`src/rtl/mult_div_unit_if.sv`:
```
// Operand/result bundle between the multi-cycle controller and the HI/LO multiply/divide unit.
interface mult_div_unit_if #(
    parameter int unsigned DATA_W = 32
);
    logic              Start;
    logic [2:0]        Op;
    logic [DATA_W-1:0] A;
    logic [DATA_W-1:0] B;
    logic              Busy;
    logic              Done;
    logic              DivZero;
    logic [DATA_W-1:0] HI;
    logic [DATA_W-1:0] LO;

    modport master (
        output Start, Op, A, B,
        input  Busy, Done, DivZero, HI, LO
    );

    modport slave (
        input  Start, Op, A, B,
        output Busy, Done, DivZero, HI, LO
    );
endinterface

```
`src/rtl/mult_div_unit.sv`:
```
// Iterative HI/LO multiply/divide unit: shift-add multiply and restoring divide,
// one bit per cycle, with sign handling done on magnitudes at the ends.
module mult_div_unit #(
    parameter int unsigned DATA_W = 32
) (
    input  logic            CLK,
    input  logic            RST,
    mult_div_unit_if.slave  bus
);
    localparam int unsigned CntW = $clog2(DATA_W);

    typedef enum logic [1:0] {StIdle, StCalc, StFin} state_t;

    state_t              state_q, state_d;
    logic [CntW-1:0]     cnt_q, cnt_d;
    logic [2*DATA_W-1:0] acc_q, acc_d;
    logic [DATA_W-1:0]   opnd_q, opnd_d;
    logic [DATA_W-1:0]   hi_q, hi_d, lo_q, lo_d;
    logic                is_div_q, is_div_d;
    logic                neg_lo_q, neg_lo_d;
    logic                neg_hi_q, neg_hi_d;
    logic                dz_q, dz_d;
    logic                done_q, done_d;
    logic                divzero_q, divzero_d;
    logic                busy;

    logic              arith_start, op_div, op_signed, b_zero;
    logic [DATA_W-1:0] abs_a, abs_b;
    logic [DATA_W:0]   mul_sum, div_shift, div_trial;
    logic [DATA_W-1:0] quo, rem;

    assign arith_start = bus.Start && !bus.Op[2];
    assign op_div      = bus.Op[1];
    assign op_signed   = !bus.Op[0];
    assign b_zero      = (bus.B == '0);
    assign abs_a       = (op_signed && bus.A[DATA_W-1]) ? -bus.A : bus.A;
    assign abs_b       = (op_signed && bus.B[DATA_W-1]) ? -bus.B : bus.B;

    // acc holds {partial product, multiplier} or {remainder, dividend/quotient}
    assign mul_sum   = {1'b0, acc_q[2*DATA_W-1:DATA_W]} + {1'b0, opnd_q};
    assign div_shift = {acc_q[2*DATA_W-1:DATA_W], acc_q[DATA_W-1]};
    assign div_trial = div_shift - {1'b0, opnd_q};
    assign quo       = acc_q[DATA_W-1:0];
    assign rem       = acc_q[2*DATA_W-1:DATA_W];

    always_ff @(posedge CLK or posedge RST) begin
        if (RST) begin
            state_q <= StIdle;
        end else begin
            state_q <= state_d;
        end
    end

    always_comb begin
        state_d = state_q;
        unique case (state_q)
            StIdle: begin
                if (arith_start) begin
                    state_d = (op_div && b_zero) ? StFin : StCalc;
                end
            end
            StCalc: begin
                if (cnt_q == CntW'(DATA_W - 1)) begin
                    state_d = StFin;
                end
            end
            StFin:   state_d = StIdle;
            default: state_d = StIdle;
        endcase
    end

    always_comb begin
        busy      = (state_q != StIdle);
        cnt_d     = cnt_q;
        acc_d     = acc_q;
        opnd_d    = opnd_q;
        hi_d      = hi_q;
        lo_d      = lo_q;
        is_div_d  = is_div_q;
        neg_lo_d  = neg_lo_q;
        neg_hi_d  = neg_hi_q;
        dz_d      = dz_q;
        done_d    = 1'b0;
        divzero_d = 1'b0;
        unique case (state_q)
            StIdle: begin
                if (arith_start) begin
                    is_div_d = op_div;
                    neg_lo_d = op_signed && (bus.A[DATA_W-1] ^ bus.B[DATA_W-1]);
                    neg_hi_d = op_signed && bus.A[DATA_W-1];
                    dz_d     = op_div && b_zero;
                    cnt_d    = '0;
                    if (op_div) begin
                        opnd_d = abs_b;
                        acc_d  = {{DATA_W{1'b0}}, abs_a};
                    end else begin
                        opnd_d = abs_a;
                        acc_d  = {{DATA_W{1'b0}}, abs_b};
                    end
                end else if (bus.Start && bus.Op == 3'd4) begin
                    hi_d = bus.A;
                end else if (bus.Start && bus.Op == 3'd5) begin
                    lo_d = bus.A;
                end
            end
            StCalc: begin
                cnt_d = cnt_q + 1'b1;
                if (is_div_q) begin
                    if (!div_trial[DATA_W]) begin
                        acc_d = {div_trial[DATA_W-1:0], acc_q[DATA_W-2:0], 1'b1};
                    end else begin
                        acc_d = {div_shift[DATA_W-1:0], acc_q[DATA_W-2:0], 1'b0};
                    end
                end else if (acc_q[0]) begin
                    acc_d = {mul_sum, acc_q[DATA_W-1:1]};
                end else begin
                    acc_d = {1'b0, acc_q[2*DATA_W-1:1]};
                end
            end
            StFin: begin
                done_d    = 1'b1;
                divzero_d = dz_q;
                cnt_d     = '0;
                if (!dz_q) begin
                    if (is_div_q) begin
                        lo_d = neg_lo_q ? -quo : quo;
                        hi_d = neg_hi_q ? -rem : rem;
                    end else begin
                        {hi_d, lo_d} = neg_lo_q ? -acc_q : acc_q;
                    end
                end
            end
            default: ;
        endcase
    end

    always_ff @(posedge CLK or posedge RST) begin
        if (RST) begin
            cnt_q     <= '0;
            acc_q     <= '0;
            opnd_q    <= '0;
            hi_q      <= '0;
            lo_q      <= '0;
            is_div_q  <= 1'b0;
            neg_lo_q  <= 1'b0;
            neg_hi_q  <= 1'b0;
            dz_q      <= 1'b0;
            done_q    <= 1'b0;
            divzero_q <= 1'b0;
        end else begin
            cnt_q     <= cnt_d;
            acc_q     <= acc_d;
            opnd_q    <= opnd_d;
            hi_q      <= hi_d;
            lo_q      <= lo_d;
            is_div_q  <= is_div_d;
            neg_lo_q  <= neg_lo_d;
            neg_hi_q  <= neg_hi_d;
            dz_q      <= dz_d;
            done_q    <= done_d;
            divzero_q <= divzero_d;
        end
    end

    assign bus.Busy    = busy;
    assign bus.Done    = done_q;
    assign bus.DivZero = divzero_q;
    assign bus.HI      = hi_q;
    assign bus.LO      = lo_q;
endmodule

```
`src/flat_wrapper.sv`:
```
// flat-port wrapper written by rule: the top's interface ports become plain ports
module mult_div_unit_flat 
#(
    parameter int unsigned DATA_W = 32
)
  (CLK, RST, bus_Start, bus_Op, bus_A, bus_B, bus_Busy, bus_Done, bus_DivZero, bus_HI, bus_LO);
  mult_div_unit_if #(.DATA_W(DATA_W)) bus_i ();
  input  logic CLK;
  input  logic RST;
  input wire logic [$bits(bus_i.Start)-1:0] bus_Start;
  input wire logic [$bits(bus_i.Op)-1:0] bus_Op;
  input wire logic [$bits(bus_i.A)-1:0] bus_A;
  input wire logic [$bits(bus_i.B)-1:0] bus_B;
  output wire logic [$bits(bus_i.Busy)-1:0] bus_Busy;
  output wire logic [$bits(bus_i.Done)-1:0] bus_Done;
  output wire logic [$bits(bus_i.DivZero)-1:0] bus_DivZero;
  output wire logic [$bits(bus_i.HI)-1:0] bus_HI;
  output wire logic [$bits(bus_i.LO)-1:0] bus_LO;
  assign bus_i.Start = bus_Start;
  assign bus_i.Op = bus_Op;
  assign bus_i.A = bus_A;
  assign bus_i.B = bus_B;
  assign bus_Busy = bus_i.Busy;
  assign bus_Done = bus_i.Done;
  assign bus_DivZero = bus_i.DivZero;
  assign bus_HI = bus_i.HI;
  assign bus_LO = bus_i.LO;
  mult_div_unit #(.DATA_W(DATA_W)) u_core (.CLK(CLK), .RST(RST), .bus(bus_i));
endmodule
```
`config.mk`:
```
export PLATFORM = sky130hd
export DESIGN_NAME = mult_div_unit_flat
export DESIGN_NICKNAME = d
export VERILOG_FILES = /design/src/rtl/mult_div_unit_if.sv /design/src/rtl/mult_div_unit.sv /design/src/flat_wrapper.sv
export SDC_FILE = /design/constraint.sdc
export NUM_CORES = 1
export LEC_CHECK = 0
export ABC_AREA = 1
export CAP_MARGIN = 0
export CORE_MARGIN = 10
export CORE_UTILIZATION = 30
export CTS_CLUSTER_SIZE = 24
export DETAILED_ROUTE_END_ITERATION = 16
export GPL_TIMING_DRIVEN = 0
export PLACE_DENSITY_LB_ADDON = 0.1
export RECOVER_POWER = 100
export SETUP_SLACK_MARGIN = 0.4
export SLEW_MARGIN = 20
export SYNTH_ARGS = -nofsm -noshare
export SYNTH_HDL_FRONTEND = slang
export SYNTH_SLANG_ARGS = --single-unit
```
`constraint.sdc`:
```
create_clock -name CLK -period 7.25 [get_ports CLK]
set_input_delay 1.45 -clock CLK [delete_from_list [all_inputs] [get_ports CLK]]
set_output_delay 1.45 -clock CLK [all_outputs]
set_load 0.1 [all_outputs]
```
==> out/results.tsv, run 1 <==
metric	value	unit
firstDrtPassIters	6	
drt_iter0_drc	2306	
synthesis.area_per_instance	5.78	um^2
cts_root_buffer	clkbuf_16	
ant_nets	0	
max_freq	206	MHz
grt_util_all_layers	28.7	%
die_y	265	um
clock_sinks	173	
grt_overflow	0	
synth.net_count	3266	
ctsResizeCount	0	
coreArea	59400	um^2
r2r_end	u_core.bus.HI[28]	
nFillCells	6730	
cp-startpoint	u_core.acc_q[0]	
critical_path.startpoint_type	register	
synthFlopType	dfrtp_1	
via_count	22012	
clk_latency	500	ps
globalplace.congestion	1.00	
hold_class	reg2reg	
hold_ws	487	ps
critPathMaxStageDelay	930	ps
final-setup-viol-count	0	
whs_path_depth	2	
clockBufferDepth	2	
reg2reg_depth	14	
ys_seq_area_share	24.0	%
initial_core_util	30.4	%
grt_max_degree	93	
rsz0062_at_grt	false	
critical_path_class	reg2reg	
cts-hold-fix-buffers	0	
syn-instance-count	3124	
crit_required	7670	ps
critPathSlowestCell	o21ai_0	
areaGrowthSynthToFinish	15.6	%
r2r_start	u_core.acc_q[0]	
min_to	u_core.bus.LO[1]	
period_needed	4860	ps
die_w	265	um
num_rows	89	
end_kind	register	
critPathBufInv	4	
ys_warn_count	0	
hp-start	u_core.bus.LO[1]	
async_flop_share	100	%
violations	capacitance limit, slew limit	
cap_violations	1	
die_area	70500	um^2
r2r_slack	2390	ps
setup_tns	0	ps
fin_util	35.2	%
relSlewSlack	-171	%
fin_nets	3421	
slew_viol_final	82	
final_cell_mix	nand2_1, inv_1, nor2_1	
synth_edf_count	0	
status	finished, violations left	
grt_first_pass_wirelength	147	mm
viasPerCell	5.42	
crit_arrival	5290	ps
grt_pass1_vias	20811	
finalClockSkew	14.2	ps
pin_count	137	
post_drt_wl_per_cell	25.4	um
cts_buffers	17	
hpwl	86.5	mm
port_buffers	135	
h-tree-depth	4	
final_common_cell	nand2_1	
synth_seq_cells	173	
totalWireLength	103	mm
finalCritPeriodShare	67.1	%
drive_gt1_share	2.58	%
crit_family	buffers and inverters	
crit_chain	clkbuf_1 -> clkinvlp_2 -> clkbuf_1 -> ha_1 -> inv_1 -> nor3_1 -> nand2_1 -> nor2_1 -> nand2_1 -> o21ai_0 -> nand3_1 -> nand3_1 -> nand3_1 -> a21oi_1	
antenna_found_initial	2	
tightest_slew	4040	ps
syn_area	18100	um^2
hold_violations	0	
clkTransAtPathRegs	70	ps
cts_tree	built	
crit_top_cell	nand3_1	
drc	0	
path_max_fanout	10	
synth.distinct_cells	46	
post_cts_buffers	0	
[flip-flops by register name (all words and copies together), names as in the netlist]
| register | cells |
|---|---|
| u_core.acc_q | 64 |
| u_core.state_q | 2 |
| u_core.bus.HI | 32 |
| u_core.is_div_q | 1 |
| u_core.neg_lo_q | 1 |
| u_core.bus.DivZero | 1 |
| u_core.dz_q | 1 |
| u_core.bus.Done | 1 |
| u_core.neg_hi_q | 1 |
| u_core.cnt_q | 5 |
| u_core.bus.LO | 32 |
| u_core.opnd_q | 32 |
[final cells by class]
cell class	count	area (um^2)	area share [%]
antenna	1	2.50	0.0120
clock buffer	18	429	2.05
multi-input combinational	2420	11600	55.6
buffer	107	418	2.00
timing repair buffer	136	1380	6.60
clock inverter	13	155	0.743
tap	773	967	4.63
inverter	424	1590	7.63
sequential	173	4330	20.7
[per-layer routing]
layer  share of wire [%]  vias to the layer above  track usage [%]  wire (um)
li1                    -                    10418                -          -
met1                  45                    10660             39.1      46700
met2                  45                      823             45.9      46700
met3                 6.7                      109             4.09       6890
met4                 2.9                        2             8.95       3030
met5              0.0087                        -                0          9
[Yosys cell counts (all sizes together) (2+ instances only)]
cell type,number,share of area (%)
o21ai,170,4.7
a21oi,210,5.8
and3,2,0.069
nand2,978,20
o21bai,8,0.33
o221ai,16,0.78
clkbuf,69,1.4
a31oi,42,1.5
a21o,4,0.17
a22oi,9,0.37
nand4,38,1.3
xnor2,14,0.68
fa,2,0.22
nor3,30,0.98
ha,70,4.8
xor2,39,1.9
nor2,375,8.1
inv,423,8.8
nand3b,17,0.73
buf,38,1.1
nand3,331,9.2
or2,14,0.48
o31ai,4,0.17
o211ai,28,1.2
dfrtp,173,24
and2,9,0.31
o22ai,4,0.14
nor4,2,0.069
[how the worst max path moves through the flow]
stage                   endpoint  slack (ps)  cells after the start
3_5_place_dp    u_core.acc_q[18]        3020                     14
2_1_floorplan    u_core.acc_q[0]        1110                      1
5_1_grt        u_core.bus.HI[28]        2010                     14
4_1_cts        u_core.bus.HI[28]        3300                     14
3_3_place_gp     u_core.cnt_q[0]       -1840                      2
6_report       u_core.bus.HI[28]        2390                     14
[cell families (layout without fill, tap and decap cells)]
| family | count (synthesis) | count (layout) | share of synthesized area, % |
|---|---|---|---|
| buf+inv | 531 | 698 | 11.3 |
| simple gates | 1798 | 1798 | 41.9 |
| flops | 173 | 173 | 24.0 |
| other cells | 0 | 1 | 0 |
| compound gates | 497 | 497 | 15.2 |
| fa+ha+maj | 72 | 72 | 5.07 |
| xor+xnor | 53 | 53 | 2.57 |
[tightest hold or removal path: cells and delay by family, from the launching register on]
kind / cells / cell delay [ps]
DFF: 1 / 340
and+or+nand+nor: 2 / 120
[metrics by stage]
stage,instance area (um^2),setup WS (ps),std cells
after floorplan,18100,1110,3124
after global placement,20400,-1840,4032
after detailed placement,20400,3020,4033
after CTS,21000,3300,4064
after global routing,20900,2010,4064
final,20900,2390,4065
Power of run 1 is not shown: default switching activity piles up to over one toggle a cycle in this logic, so the estimate is an artifact.
==> run 2, diff against run 1 <==
clock period = 4 ns   (was 7.25 ns; I/O delays follow)
==> run 2 against run 1 <==
- the flow still finishes with violations (capacitance limit, slew limit)
- final cell count increased by 0.12%
- critical path depth increased by 1
- clock skew increased by 4.4 ps
- sequential share of layout area decreased by 0.069 points
- highest routed layer is now met4
- largest cell class unchanged
- fmax increased by 36%
- critical endpoint is now u_core.bus.HI[16]
- non-clock buffer count increased by 4
- via count increased by 0.81%
==> out/results.tsv, run 2 (same netlist as run 1, synthesis figures left out) <==
metric	value	unit	change
critPathSlowestCell	clkinv_2		was o21ai_0
cp.depth	15		was 14
areaGrowthSynthToFinish	16.0	%	was 15.6%
end_kind	register		unchanged
slew_viol_final	62		was 82
final-setup-viol-count	0		unchanged
crit_arrival	4020	ps	was 5290 ps
tightest_slew	1900	ps	was 4040 ps
critPathMaxStageDelay	380	ps	was 930 ps
max_freq	279	MHz	was 206 MHz
ctsResizeCount	0		unchanged
period_needed	3590	ps	was 4860 ps
clkTransAtPathRegs	80	ps	was 70 ps
finalClockSkew	18.6	ps	was 14.2 ps
cp-startpoint	u_core.acc_q[0]		unchanged
violations	capacitance limit, slew limit		unchanged
ant_nets	0		unchanged
cts_root_buffer	clkbuf_16		unchanged
clk_latency	510	ps	was 500 ps
grt_first_pass_wirelength	145	mm	was 147 mm
cap_violations	2		was 1
pin_count	137		unchanged
hold_ws	482	ps	was 487 ps
r2r_start	u_core.acc_q[0]		unchanged
hold_violations	0		unchanged
nFillCells	6793		was 6730
grt_pass1_vias	20893		was 20811
coreArea	59400	um^2	unchanged
r2r_slack	410	ps	was 2390 ps
path_max_fanout	19		was 10
cts-hold-fix-buffers	0		unchanged
r2r_end	u_core.bus.HI[16]		was u_core.bus.HI[28]
critical_path_class	reg2reg		unchanged
via_count	22191		was 22012
post_cts_buffers	0		unchanged
ff_latch_area	4330	um^2	unchanged
critPathBufInv	3		was 4
hold_class	reg2reg		unchanged
finalCritPeriodShare	89.7	%	was 67.1%
die_area	70500	um^2	unchanged
die_w	265	um	unchanged
layout_setup_ws	413	ps	was 2390 ps
totalWireLength	101	mm	was 103 mm
status	finished, violations left		unchanged
final_cell_mix	nand2_1, inv_1, nor2_1		unchanged
initial_core_util	30.4	%	unchanged
cts_buffers	17		unchanged
grt_overflow	0		unchanged
port_buffers	135		unchanged
final_common_cell	nand2_1		unchanged
antenna_found_initial	2		unchanged
grt_util_all_layers	28.0	%	was 28.7%
crit_family	simple AND/OR/NAND/NOR gates		was buffers and inverters
relSlewSlack	-26.4	%	was -171%
crit_end	u_core.bus.HI[16]		was u_core.bus.HI[28]
post_drt_wl_per_cell	24.7	um	was 25.4 um
largest-register	u_core.acc_q		unchanged
crit_top_cell	nand2_1		was nand3_1
fin_nets	3425		was 3421
grt_max_degree	34		was 93
drive_gt1_share	2.97	%	was 2.58%
rsz0062_at_grt	false		unchanged
die_y	265	um	unchanged
firstDrtPassIters	6		unchanged
num_rows	89		unchanged
multi_input_area	11600	um^2	about the same
crit_required	4430	ps	was 7670 ps
viasPerCell	5.45		was 5.42
h-tree-depth	4		unchanged
crit_chain	clkbuf_1 -> clkinv_2 -> ha_1 -> inv_1 -> nor3_1 -> nand2_1 -> nor2_2 -> nand2_2 -> nor2_1 -> nand2_1 -> nand2_2 -> nand2_1 -> a21oi_1 -> o21ai_0 -> a21oi_1		was clkbuf_1 -> clkinvlp_2 -> clkbuf_1 -> ha_1 -> inv_1 -> nor3_1 -> nand2_1 -> nor2_1 -> nand2_1 -> o21ai_0 -> nand3_1 -> nand3_1 -> nand3_1 -> a21oi_1
drc	0		unchanged
clock_sinks	173		unchanged
hpwl	84.6	mm	was 86.5 mm
critical_path.startpoint_type	register		unchanged
cts_tree	built		unchanged
place_ws	99.6	ps	was 3020 ps
clockBufferDepth	2		unchanged
reg2reg_depth	15		was 14
largest_reg_flops	64		unchanged
globalplace.congestion	1.01		was 1.00
drt_iter0_drc	2631		was 2306
==> run 2: changes by cell type in the layout (fill, tap and decap cells not counted), moves of 3 or more <==
| cell | delta |
|---|---|
| buf_6 | +3 |
| clkbuf_1 | -3 |
| clkbuf_2 | +3 |
| o21ai_0 | +4 |
| o21ai_1 | -4 |
==> run 2: area by class of cell <==
type	count	share of cell area, %
clock inverter	14	0.794
multi-input combinational	2420	55.5
sequential	173	20.7
buffer	106	2.09
timing repair buffer	141	6.64
tap	773	4.61
inverter	424	7.60
clock buffer	18	2.09
antenna	1	0.0119
==> run 2: how the worst min path moves through the flow <==
stage / startpoint / to / slack [ps] / cells past startpoint
6_report: u_core.bus.LO[4] / u_core.bus.LO[4] / 480 / 2
5_1_grt: u_core.bus.LO[13] / u_core.bus.LO[13] / 520 / 2
4_1_cts: u_core.bus.LO[29] / u_core.bus.LO[29] / 500 / 2
3_5_place_dp: u_core.bus.LO[29] / u_core.bus.LO[29] / 470 / 2
3_3_place_gp: u_core.bus.LO[1] / u_core.bus.LO[1] / 480 / 2
2_1_floorplan: u_core.acc_q[27] / u_core.acc_q[27] / 470 / 2
==> run 2: worst reg2reg max path, cell delays in order, from the launching register on <==
cell and delay, ps:
dfrtp_1 360, clkbuf_1 250, clkinv_2 380, ha_1 270, inv_1 60, nor3_1 240, nand2_1 210, nor2_2 220
nand2_2 160, nor2_1 210, nand2_1 190, nand2_2 260, nand2_1 220, a21oi_1 160, o21ai_0 140, a21oi_1 170
==> run 2: through the flow <==
| step | instances | TNS (ps) | area [um^2] | utilization (%) |
|---|---|---|---|---|
| 2_1_floorplan | 3124 | 0 | 18100 | - |
| 3_3_place_gp | 4032 | -122510 | 20400 | 34.4 |
| 3_5_place_dp | 4038 | 0 | 20500 | 34.6 |
| 4_1_cts | 4069 | 0 | 21100 | 35.6 |
| 5_1_grt | 4069 | 0 | 21000 | 35.3 |
| 6_report | 4070 | 0 | 21000 | 35.3 |
==> run 2: layer usage <==
layer	vias up	track usage (%)	wire length (um)
met1	10639	37.9	44800
li1	10428	-	-
met2	982	43.7	44300
met5	-	0	0
met3	142	4.52	7300
met4	0	11.6	4190
Power of run 2 is left out for the same reason.
==> run 3, diff against run 2 <==
CORE_UTILIZATION = 45   (was 30)
==> run 3 against run 2 <==
- the run still ends with capacitance limit, slew limit left
- non-clock buffer count is the same
- die area shrank 31%
- critical path depth is 5 lower
- clock skew about the same
- worst hold slack better by 4.9 ps
- setup slack worse by 57 ps
- flip-flop and latch count did not move
- first-iteration DRC count grew 21%
- via count up 2.6%
- highest routed layer is now met5
==> out/results.tsv, run 3 (same netlist as run 1, synthesis figures left out) <==
metric	value	unit	change
slew_viol_final	61		was 62
die_y	220	um	was 265 um
grt_first_pass_wirelength	132	mm	was 145 mm
grt_max_degree	34		unchanged
antenna_found_initial	2		unchanged
end_kind	register		unchanged
cts_buffers	17		unchanged
crit_arrival	3990	ps	was 4020 ps
nFillCells	4235		was 6793
max_freq	274	MHz	was 279 MHz
totalWireLength	90.2	mm	was 101 mm
period_needed	3640	ps	was 3590 ps
largest-register	u_core.acc_q		unchanged
critical_path_class	reg2reg		unchanged
cts-hold-fix-buffers	0		unchanged
rsz0062_at_grt	false		unchanged
initial_core_util	45.5	%	was 30.4%
design_area	20700	um^2	was 21000 um^2
tightest_slew	1930	ps	was 1900 ps
violations	capacitance limit, slew limit		unchanged
globalplace.congestion	1.12		was 1.01
status	finished, violations left		unchanged
largest_reg_flops	64		unchanged
hpwl	74.0	mm	was 84.6 mm
cts_root_buffer	clkbuf_16		unchanged
viasPerCell	5.96		was 5.45
clkTransAtPathRegs	80	ps	about the same
final_common_cell	nand2_1		unchanged
clockBufferDepth	2		unchanged
crit_required	4340	ps	was 4430 ps
num_rows	73		was 89
firstDrtPassIters	6		unchanged
final-setup-viol-count	0		unchanged
h-tree-depth	4		unchanged
relSlewSlack	-29.0	%	was -26.4%
hold_class	reg2reg		unchanged
cap_violations	2		unchanged
ff_latch_area	4330	um^2	unchanged
ant_nets	0		unchanged
hold_violations	0		unchanged
pin_count	137		unchanged
finalClockSkew	18.6	ps	about the same
clk_latency	470	ps	was 510 ps
antenna_cells	0		was 1
die_area	48600	um^2	was 70500 um^2
drt_iter0_drc	3175		was 2631
post_drt_wl_per_cell	23.6	um	was 24.7 um
port_buffers	135		unchanged
coreArea	39700	um^2	was 59400 um^2
final_cell_mix	nand2_1, inv_1, nor2_1		unchanged
clock_sinks	173		unchanged
fin_util	52.2	%	was 35.3%
path_max_fanout	10		was 19
grt_overflow	0		unchanged
die_w	220	um	was 265 um
drc	0		unchanged
multi_input_area	11600	um^2	about the same
fin_nets	3425		unchanged
dpl_cell_area	20200	um^2	was 20500 um^2
finalCritPeriodShare	91.1	%	was 89.7%
areaGrowthSynthToFinish	14.7	%	was 16.0%
critical_path.startpoint_type	register		unchanged
via_count	22760		was 22191
cts_tree	built		unchanged
grt_util_all_layers	36.5	%	was 28.0%
grt_pass1_vias	21090		was 20893
drive_gt1_share	2.85	%	was 2.97%
## run 3: per-stage QoR
stage          worst slack (ps)  hold WS (ps)  setup TNS, ps  std cells
2_1_floorplan               989           465              0       3124
3_3_place_gp               -488           468         -77950       3784
3_5_place_dp                432           473              0       3789
4_1_cts                     599           491              0       3821
5_1_grt                     238           513              0       3821
6_report                    356           486              0       3821
## run 3: final timing paths
kind / startpoint / end / slack [ps] / depth (start not counted)
min reg2reg: u_core.bus.LO[9] / u_core.bus.LO[9] / 490 / 2
min: u_core.bus.LO[9] / u_core.bus.LO[9] / 490 / 2
max: u_core.state_q[1] / u_core.bus.HI[4] / 360 / 10
min in group asynchronous: RST / u_core.bus.HI[8] / 860 / 2
max in group asynchronous: RST / u_core.acc_q[0] / 920 / 3
max reg2reg: u_core.state_q[1] / u_core.bus.HI[4] / 360 / 10
## run 3: critical path: stages, from the launching register on
cell and delay (ps):
dfrtp_1 420, clkinv_1 60, nor2_1 110, inv_1 480, nor2_1 80, nor2_1 1030, clkinv_1 310, clkbuf_1 350
clkbuf_1 380, nor2_1 210, a21oi_1 60
## run 3: metal layers
| layer | part of all wire, % | track usage, % | up-vias | wire length [um] |
|---|---|---|---|---|
| met5 | 0.023 | 0 | - | 21 |
| met2 | 42 | 54.8 | 1489 | 38300 |
| li1 | - | - | 10405 | - |
| met1 | 40 | 48.4 | 10607 | 36300 |
| met3 | 11 | 7.82 | 255 | 10300 |
| met4 | 5.9 | 18.8 | 4 | 5340 |
## run 3: area by class of cell
| type | count | share of cell area [%] |
|---|---|---|
| sequential | 173 | 20.9 |
| timing repair buffer | 140 | 6.84 |
| inverter | 424 | 7.69 |
| tap | 525 | 3.17 |
| multi-input combinational | 2420 | 56.2 |
| clock inverter | 14 | 1.13 |
| clock buffer | 18 | 2.07 |
| buffer | 107 | 2.05 |
## run 3: timing repair
| item | CTS | global route |
|---|---|---|
| endpoints found under the setup margin | 1 | 1 |
| buffers inserted | 0 | 0 |
| gates resized for setup | 1 | 4 |
Power of run 3 is left out for the same reason.
